## src/rtl/apb_arb_pkg.sv

```systemverilog
`default_nettype none
// ============================================================================
// Module      : apb_arb_pkg
// Description : Shared types, default widths and round-robin pick helper for
//               the APB master arbiter.
// Revision    : 1.0 - initial release
// ============================================================================
package apb_arb_pkg;

    localparam int c_def_num_req = 4;
    localparam int c_def_addr_w  = 32;
    localparam int c_def_data_w  = 32;
    localparam int c_def_timeout = 16;
    localparam int c_max_req     = 8;

    typedef enum logic [1:0] {
        ST_IDLE   = 2'd0,
        ST_SETUP  = 2'd1,
        ST_ACCESS = 2'd2
    } apb_state_t;

    // First set bit of mask at or after ptr, wrapping. Unused upper mask bits
    // must be zero so the 8-wide wrap matches a NUM_REQ-wide wrap.
    function automatic logic [2:0] next_rr(input logic [2:0] ptr,
                                           input logic [7:0] mask);
        logic [2:0] w_idx;
        logic [2:0] w_win;
        logic       w_found;
        w_win   = '0;
        w_found = 1'b0;
        for (int i = 0; i < c_max_req; i++) begin
            w_idx = ptr + 3'(i);
            if (!w_found && mask[w_idx]) begin
                w_win   = w_idx;
                w_found = 1'b1;
            end
        end
        return w_win;
    endfunction

endpackage
`default_nettype wire

```

## src/rtl/apb_rr_arbiter.sv

```systemverilog
`default_nettype none
// ============================================================================
// Module      : apb_rr_arbiter
// Description : Round-robin grant selection with a pointer that advances past
//               each granted requester.
// Revision    : 1.0 - initial release
// ============================================================================
module apb_rr_arbiter
    import apb_arb_pkg::*;
#(
    parameter int NUM_REQ = c_def_num_req
) (
    input  logic                       clk,
    input  logic                       rst,
    input  logic [NUM_REQ-1:0]         i_eligible,
    input  logic                       i_grant_en,
    output logic [$clog2(NUM_REQ)-1:0] o_grant,
    output logic                       o_valid
);

    localparam int c_idx_w = $clog2(NUM_REQ);
    localparam logic [c_idx_w-1:0] c_last_idx = c_idx_w'(NUM_REQ - 1);

    logic [c_idx_w-1:0] r_ptr;
    logic [7:0]         w_mask;
    logic [2:0]         w_win;

    always_comb begin
        w_mask              = '0;
        w_mask[NUM_REQ-1:0] = i_eligible;
    end

    assign w_win   = next_rr(3'(r_ptr), w_mask);
    assign o_grant = c_idx_w'(w_win);
    assign o_valid = |i_eligible;

    always_ff @(posedge clk or posedge rst) begin
        if (rst) begin
            r_ptr <= '0;
        end else if (i_grant_en) begin
            r_ptr <= (o_grant == c_last_idx) ? '0 : o_grant + c_idx_w'(1);
        end
    end

endmodule
`default_nettype wire

```

## src/rtl/apb_master_arbiter.sv

```systemverilog
`default_nettype none
// ============================================================================
// Module      : apb_master_arbiter
// Description : Shares one APB4 master port between NUM_REQ requesters with
//               round-robin arbitration and a wait-state timeout.
// Revision    : 1.0 - initial release
// ============================================================================
module apb_master_arbiter
    import apb_arb_pkg::*;
#(
    parameter int NUM_REQ = c_def_num_req,
    parameter int ADDR_W  = c_def_addr_w,
    parameter int DATA_W  = c_def_data_w,
    parameter int TIMEOUT = c_def_timeout
) (
    input  logic                        pclk,
    input  logic                        preset,
    input  logic [NUM_REQ-1:0]          req_i,
    input  logic [NUM_REQ*ADDR_W-1:0]   addr_i,
    input  logic [NUM_REQ-1:0]          write_i,
    input  logic [NUM_REQ*DATA_W-1:0]   wdata_i,
    input  logic [NUM_REQ*DATA_W/8-1:0] strb_i,
    output logic [NUM_REQ-1:0]          done_o,
    output logic [DATA_W-1:0]           rdata_o,
    output logic                        err_o,
    output logic                        psel,
    output logic                        penable,
    output logic                        pwrite,
    output logic [ADDR_W-1:0]           paddr,
    output logic [DATA_W-1:0]           pwdata,
    output logic [DATA_W/8-1:0]         pstrb,
    input  logic                        pready,
    input  logic                        pslverr,
    input  logic [DATA_W-1:0]           prdata
);

    localparam int c_idx_w  = $clog2(NUM_REQ);
    localparam int c_strb_w = DATA_W / 8;
    localparam int c_cnt_w  = (TIMEOUT > 1) ? $clog2(TIMEOUT) : 1;
    localparam logic [c_cnt_w-1:0] c_wait_last = c_cnt_w'((TIMEOUT > 0) ? TIMEOUT - 1 : 0);

    apb_state_t           r_state;
    apb_state_t           w_next_state;
    logic [c_idx_w-1:0]   r_owner;
    logic [c_cnt_w-1:0]   r_wait;
    logic [NUM_REQ-1:0]   r_done;
    logic [DATA_W-1:0]    r_rdata;
    logic                 r_err;
    logic                 r_pwrite;
    logic [ADDR_W-1:0]    r_paddr;
    logic [DATA_W-1:0]    r_pwdata;
    logic [c_strb_w-1:0]  r_pstrb;
    logic [NUM_REQ-1:0]   w_eligible;
    logic [c_idx_w-1:0]   w_grant;
    logic                 w_valid;
    logic                 w_grant_en;
    logic                 w_timeout;
    logic                 w_complete;

    // The requester just being told it is done may not win the same cycle.
    assign w_eligible = req_i & ~r_done;
    assign w_grant_en = (r_state == ST_IDLE) && w_valid;
    assign w_timeout  = (TIMEOUT != 0) && !pready && (r_wait == c_wait_last);
    assign w_complete = (r_state == ST_ACCESS) && (pready || w_timeout);

    apb_rr_arbiter #(
        .NUM_REQ    (NUM_REQ)
    ) u_rr (
        .clk        (pclk),
        .rst        (preset),
        .i_eligible (w_eligible),
        .i_grant_en (w_grant_en),
        .o_grant    (w_grant),
        .o_valid    (w_valid)
    );

    always_ff @(posedge pclk or posedge preset) begin
        if (preset) begin
            r_state <= ST_IDLE;
        end else begin
            r_state <= w_next_state;
        end
    end

    always_comb begin
        w_next_state = r_state;
        case (r_state)
            ST_IDLE:   if (w_valid) w_next_state = ST_SETUP;
            ST_SETUP:  w_next_state = ST_ACCESS;
            ST_ACCESS: if (w_complete) w_next_state = ST_IDLE;
            default:   w_next_state = ST_IDLE;
        endcase
    end

    // psel/penable decode straight from state so reset drops them at once.
    always_comb begin
        psel    = 1'b0;
        penable = 1'b0;
        case (r_state)
            ST_SETUP:  psel = 1'b1;
            ST_ACCESS: begin
                psel    = 1'b1;
                penable = 1'b1;
            end
            default: ;
        endcase
    end

    always_ff @(posedge pclk or posedge preset) begin
        if (preset) begin
            r_owner  <= '0;
            r_pwrite <= 1'b0;
            r_paddr  <= '0;
            r_pwdata <= '0;
            r_pstrb  <= '0;
        end else if (w_grant_en) begin
            r_owner  <= w_grant;
            r_pwrite <= write_i[w_grant];
            r_paddr  <= addr_i[int'(w_grant)*ADDR_W +: ADDR_W];
            r_pwdata <= wdata_i[int'(w_grant)*DATA_W +: DATA_W];
            r_pstrb  <= write_i[w_grant] ? strb_i[int'(w_grant)*c_strb_w +: c_strb_w] : '0;
        end
    end

    always_ff @(posedge pclk or posedge preset) begin
        if (preset) begin
            r_wait <= '0;
        end else if (r_state == ST_SETUP) begin
            r_wait <= '0;
        end else if ((r_state == ST_ACCESS) && !pready) begin
            r_wait <= r_wait + c_cnt_w'(1);
        end
    end

    always_ff @(posedge pclk or posedge preset) begin
        if (preset) begin
            r_done  <= '0;
            r_rdata <= '0;
            r_err   <= 1'b0;
        end else begin
            r_done <= '0;
            if (w_complete) begin
                r_done[r_owner] <= 1'b1;
                r_err           <= pready ? pslverr : 1'b1;
                r_rdata         <= (pready && !r_pwrite) ? prdata : '0;
            end
        end
    end

    assign done_o  = r_done;
    assign rdata_o = r_rdata;
    assign err_o   = r_err;
    assign pwrite  = r_pwrite;
    assign paddr   = r_paddr;
    assign pwdata  = r_pwdata;
    assign pstrb   = r_pstrb;

endmodule
`default_nettype wire

```

## config.mk

```make
export PLATFORM = sky130hd
export DESIGN_NAME = apb_master_arbiter
export DESIGN_NICKNAME = d
export VERILOG_FILES = /design/src/rtl/apb_arb_pkg.sv /design/src/rtl/apb_rr_arbiter.sv /design/src/rtl/apb_master_arbiter.sv
export SDC_FILE = /design/constraint.sdc
export NUM_CORES = 1
export LEC_CHECK = 0
export BUFFER_PORTS_ARGS = -buffer_cell sky130_fd_sc_hd__buf_2
export CORE_AREA = 2 2 167 169
export DETAILED_ROUTE_END_ITERATION = 7
export DIE_AREA = 0 0 169 171
export HOLD_SLACK_MARGIN = 0.12
export PLACE_DENSITY = 0.59
export SYNTH_ARGS = -nofsm -noshare
export SYNTH_HDL_FRONTEND = slang
export SYNTH_SLANG_ARGS = --single-unit
```

## constraint.sdc

```tcl
create_clock -name pclk -period 9.8 [get_ports pclk]
set_input_delay 2.45 -clock pclk [delete_from_list [all_inputs] [get_ports pclk]]
set_output_delay 2.45 -clock pclk [all_outputs]
set_load 0.01 [all_outputs]
```

==> impl_metrics.env <==
export IMPL_status="complete, no violations"
export IMPL_critPathKind="input pin to flip-flop"
export IMPL_antenna_found_initial=4
export IMPL_post_drt_wl_per_cell_um=16.9
export IMPL_drt_iter0_markers=500
export IMPL_multi_input_area_mm2=0.00374
export IMPL_power_frac_seq=0.218
export IMPL_hold_buffers=0
export IMPL_drv_slew=0
export IMPL_fin_setup_tns_ns=0
export IMPL_p_comb_frac=0.628
export IMPL_initial_utilization=0.255
export IMPL_fin_cells=1521
export IMPL_synthArstFlopShare=1.00
export IMPL_synth_flop_cell="dfrtp_1"
export IMPL_path_max_fanout=70
export IMPL_avgSynthCellArea_um2=8.91
export IMPL_power_internal_uw=1930
export IMPL_utilization=0.360
export IMPL_worst_pin_slew_ns=1.02
export IMPL_syn_to_final_growth_pct=41.4
export IMPL_r2r_start="u_rr.r_ptr[0]$_DFFE_PP0P_"
export IMPL_grt_pass1_wl_mm=38.3
export IMPL_power_switching_uw=1900
export IMPL_root_buffer="clkbuf_16"
export IMPL_netlist_top_cells_area="dfrtp_1 (42%), a211oi_1 (14%), nand2_1 (7.7%), o31ai_1 (7.0%), nor2b_1 (6.4%)"
export IMPL_yosysUniqueCellTypes=43
export IMPL_vias=7263
export IMPL_numCtsBuffers=17
export IMPL_placed_cell_area_mm2=0.00928
export IMPL_cp_arrival_ns=6.56
export IMPL_r2r_cells=10
export IMPL_clkSinkCount=116
export IMPL_htreeDepth=4
export IMPL_r2r_end="pstrb[2]$_DFFE_PP0P_"
export IMPL_grt_ovfl_total=0
export IMPL_tritoncts="built"
export IMPL_grt_usage=0.170
export IMPL_rsz0062_at_grt="no"
export IMPL_die_y_um=171
export IMPL_viasPerCell=4.78
export IMPL_whs_ns=0.467
export IMPL_cp_end_kind="flip-flop"
export IMPL_seq_area_frac_synth=0.417
export IMPL_synth_area_leader_cell="dfrtp_1"
export IMPL_fillCellCount=2941
export IMPL_io_buffers=423
export IMPL_startpoint_type="input pin"
export IMPL_final_seq_area_mm2=0.00290
export IMPL_ios=424
export IMPL_cts_resized=0
export IMPL_grt_max_degree=114
export IMPL_first_pass_iters=5
export IMPL_synth_edf_count=0
export IMPL_rows=61
export IMPL_clockBufferDepth=2
export IMPL_die_w_um=169
export IMPL_syn_inst=781
export IMPL_relSlewSlack=0.319
export IMPL_design_area_mm2=0.00984
export IMPL_ys_ff_latch=116
export IMPL_ant_nets=0
export IMPL_cpMaxStageDelayCell="inv_2"
export IMPL_ys_warn_count=0
export IMPL_syn_nets=1104
export IMPL_grt_pass1_vias=6822
export IMPL_post_cts_buffers=0
export IMPL_clock_latency_ns=0.41
export IMPL_powerDensity_mw_per_mm2=389
export IMPL_p_sw_frac=0.496
export IMPL_drc=0
export IMPL_dp_cells=1487
export IMPL_p_leak_uw=0.00476
export IMPL_slowest_delay_ns=0.76
export IMPL_r2r_slack_ns=4.89
export IMPL_period_minus_slack_ns=6.27
export IMPL_fin_crit_sh=0.640
export IMPL_cap_violations=0
export IMPL_required_ns=10.09
export IMPL_coreArea_mm2=0.0273
export IMPL_hold_path_class="flip-flop to flip-flop"
export IMPL_dieArea_mm2=0.0289
export IMPL_hold_depth=2
export IMPL_gp_congestion=0.886
export IMPL_mappedNetlistArea_mm2=0.00696
export IMPL_cp_cell_sequence="buf_2, nor2b_1, mux4_2, a2111oi_0, a2111o_1, nand2_4, inv_2, buf_4, mux2_4, o41ai_2"
export IMPL_ir_drop_v=0.000263
export IMPL_whs_endpoint="pwdata[26]$_DFFE_PP0P_"
export IMPL_synth_most_common_cell="nand2_1"
export IMPL_max_freq_mhz=159
export IMPL_synth_common_cells="nand2_1 (142), a211oi_1 (133), dfrtp_1 (116), nor2b_1 (71), and2_1 (69)"
export IMPL_wirelength_mm=25.8
export IMPL_synth_top_area_share=0.417
export IMPL_clk_pin_slew_ns=0.05
export IMPL_clock_skew_ns=0.0105
export IMPL_final_hold_violation_count=0
export IMPL_setup_viol=0
export IMPL_post_dp_hpwl_mm=19.4
export IMPL_clockPowerShare=0.154
export IMPL_hp_start="pwdata[26]$_DFFE_PP0P_"
export IMPL_nets=1483
export IMPL_layout_drive_gt1_share=0.409
-- worst max-delay path by stage --
stage	startpoint	endpoint	slack, ns	cells past startpoint
finish	req_i[3]	pstrb[2]$_DFFE_PP0P_	3.53	10
global placement	req_i[3]	pstrb[0]$_DFFE_PP0P_	3.29	10
floorplan	preset	done_o[0]$_DFF_PP0_	4.28	1
global route	req_i[3]	pstrb[2]$_DFFE_PP0P_	3.35	10
detailed placement	req_i[3]	pstrb[0]$_DFFE_PP0P_	3.14	10
CTS	req_i[3]	pstrb[2]$_DFFE_PP0P_	3.57	10
-- per-stage QoR --
stage	power [µW]	setup WS (ns)
global placement	3220	3.29
floorplan	2600	4.28
finish	3830	3.53
CTS	3890	3.57
global route	4180	3.35
detailed placement	3280	3.14
-- state kept, by name, summed over array words and instances (netlist names) --
name        count
pwrite          1
paddr          32
r_wait          4
pwdata         32
r_owner         2
r_state         2
rdata_o        32
err_o           1
u_rr.r_ptr      2
done_o          4
pstrb           4
-- final cells by class --
cell class	instances	area share
antenna	2	0.000509
clock buffer	20	0.0454
clock inverter	12	0.0109
inverter	8	0.00331
multi-input combinational	586	0.380
sequential	116	0.295
tap	346	0.0440
timing repair buffer	431	0.221
-- cell families after synthesis --
kind of cell	count (synthesis)	synth area share
AOI/OAI and AO/OA	263	0.276
adders and majority gates	7	0.0126
DFF	116	0.417
and+or+nand+nor	305	0.221
buffers and inverters	79	0.0518
muxes	8	0.0178
xor gates and xnor gates	3	0.00377
-- worst max-delay path, delay by kind of cell --
kind,cells,cell delay [ns]
AOI/OAI and AO/OA,3,1.10
buffers and inverters,3,1.37
muxes,2,0.94
and+or+nand+nor,2,0.63
-- metal layers --
layer | global-route usage | vias to the layer above | wire length (µm)
li1 | - | 3563 | -
met1 | 0.215 | 3394 | 10900
met2 | 0.285 | 262 | 12800
met3 | 0.0389 | 40 | 1360
met4 | 0.0583 | 4 | 626
met5 | 0 | - | 27
-- layout by cell type, fill, tap and decap left out, types with 2 or more instances in the layout --
master      synthesis  final
a22o_1              4      4
clkinv_4            0      3
inv_1               5      4
mux2i_1             3      3
buf_2              18    423
nand2_1           142    142
clkinv_2            0      4
and3_1              2      2
xor2_1              2      2
nor2b_1            71     70
inv_2               3      3
buf_4               7      8
and2_1             69     69
o31ai_1            65     65
a211oi_1          133    133
mux4_2              3      3
clkbuf_16           0     17
ha_1                7      7
o21ai_0            39     38
nor2_1              7      7
clkinvlp_4          0      3
dfrtp_1           116    116
diode_2             0      2
nand2b_1            5      4
o21a_1              3      3
o41ai_2             4      4
clkbuf_1           44      2
nor3b_1             2      2
a21oi_1             7      7
-- power by group through the flow --
| stage | combinational [µW] | clock, µW | sequential (µW) |
|---|---|---|---|
| finish | 2400 | 591 | 835 |
| global route | 2680 | 636 | 864 |
| CTS | 2440 | 615 | 837 |
| detailed placement | 2440 | 0 | 842 |
| global placement | 2390 | 0 | 837 |
| floorplan | 1680 | 0 | 922 |
No activity file was read; power rests on OpenSTA's default activity.
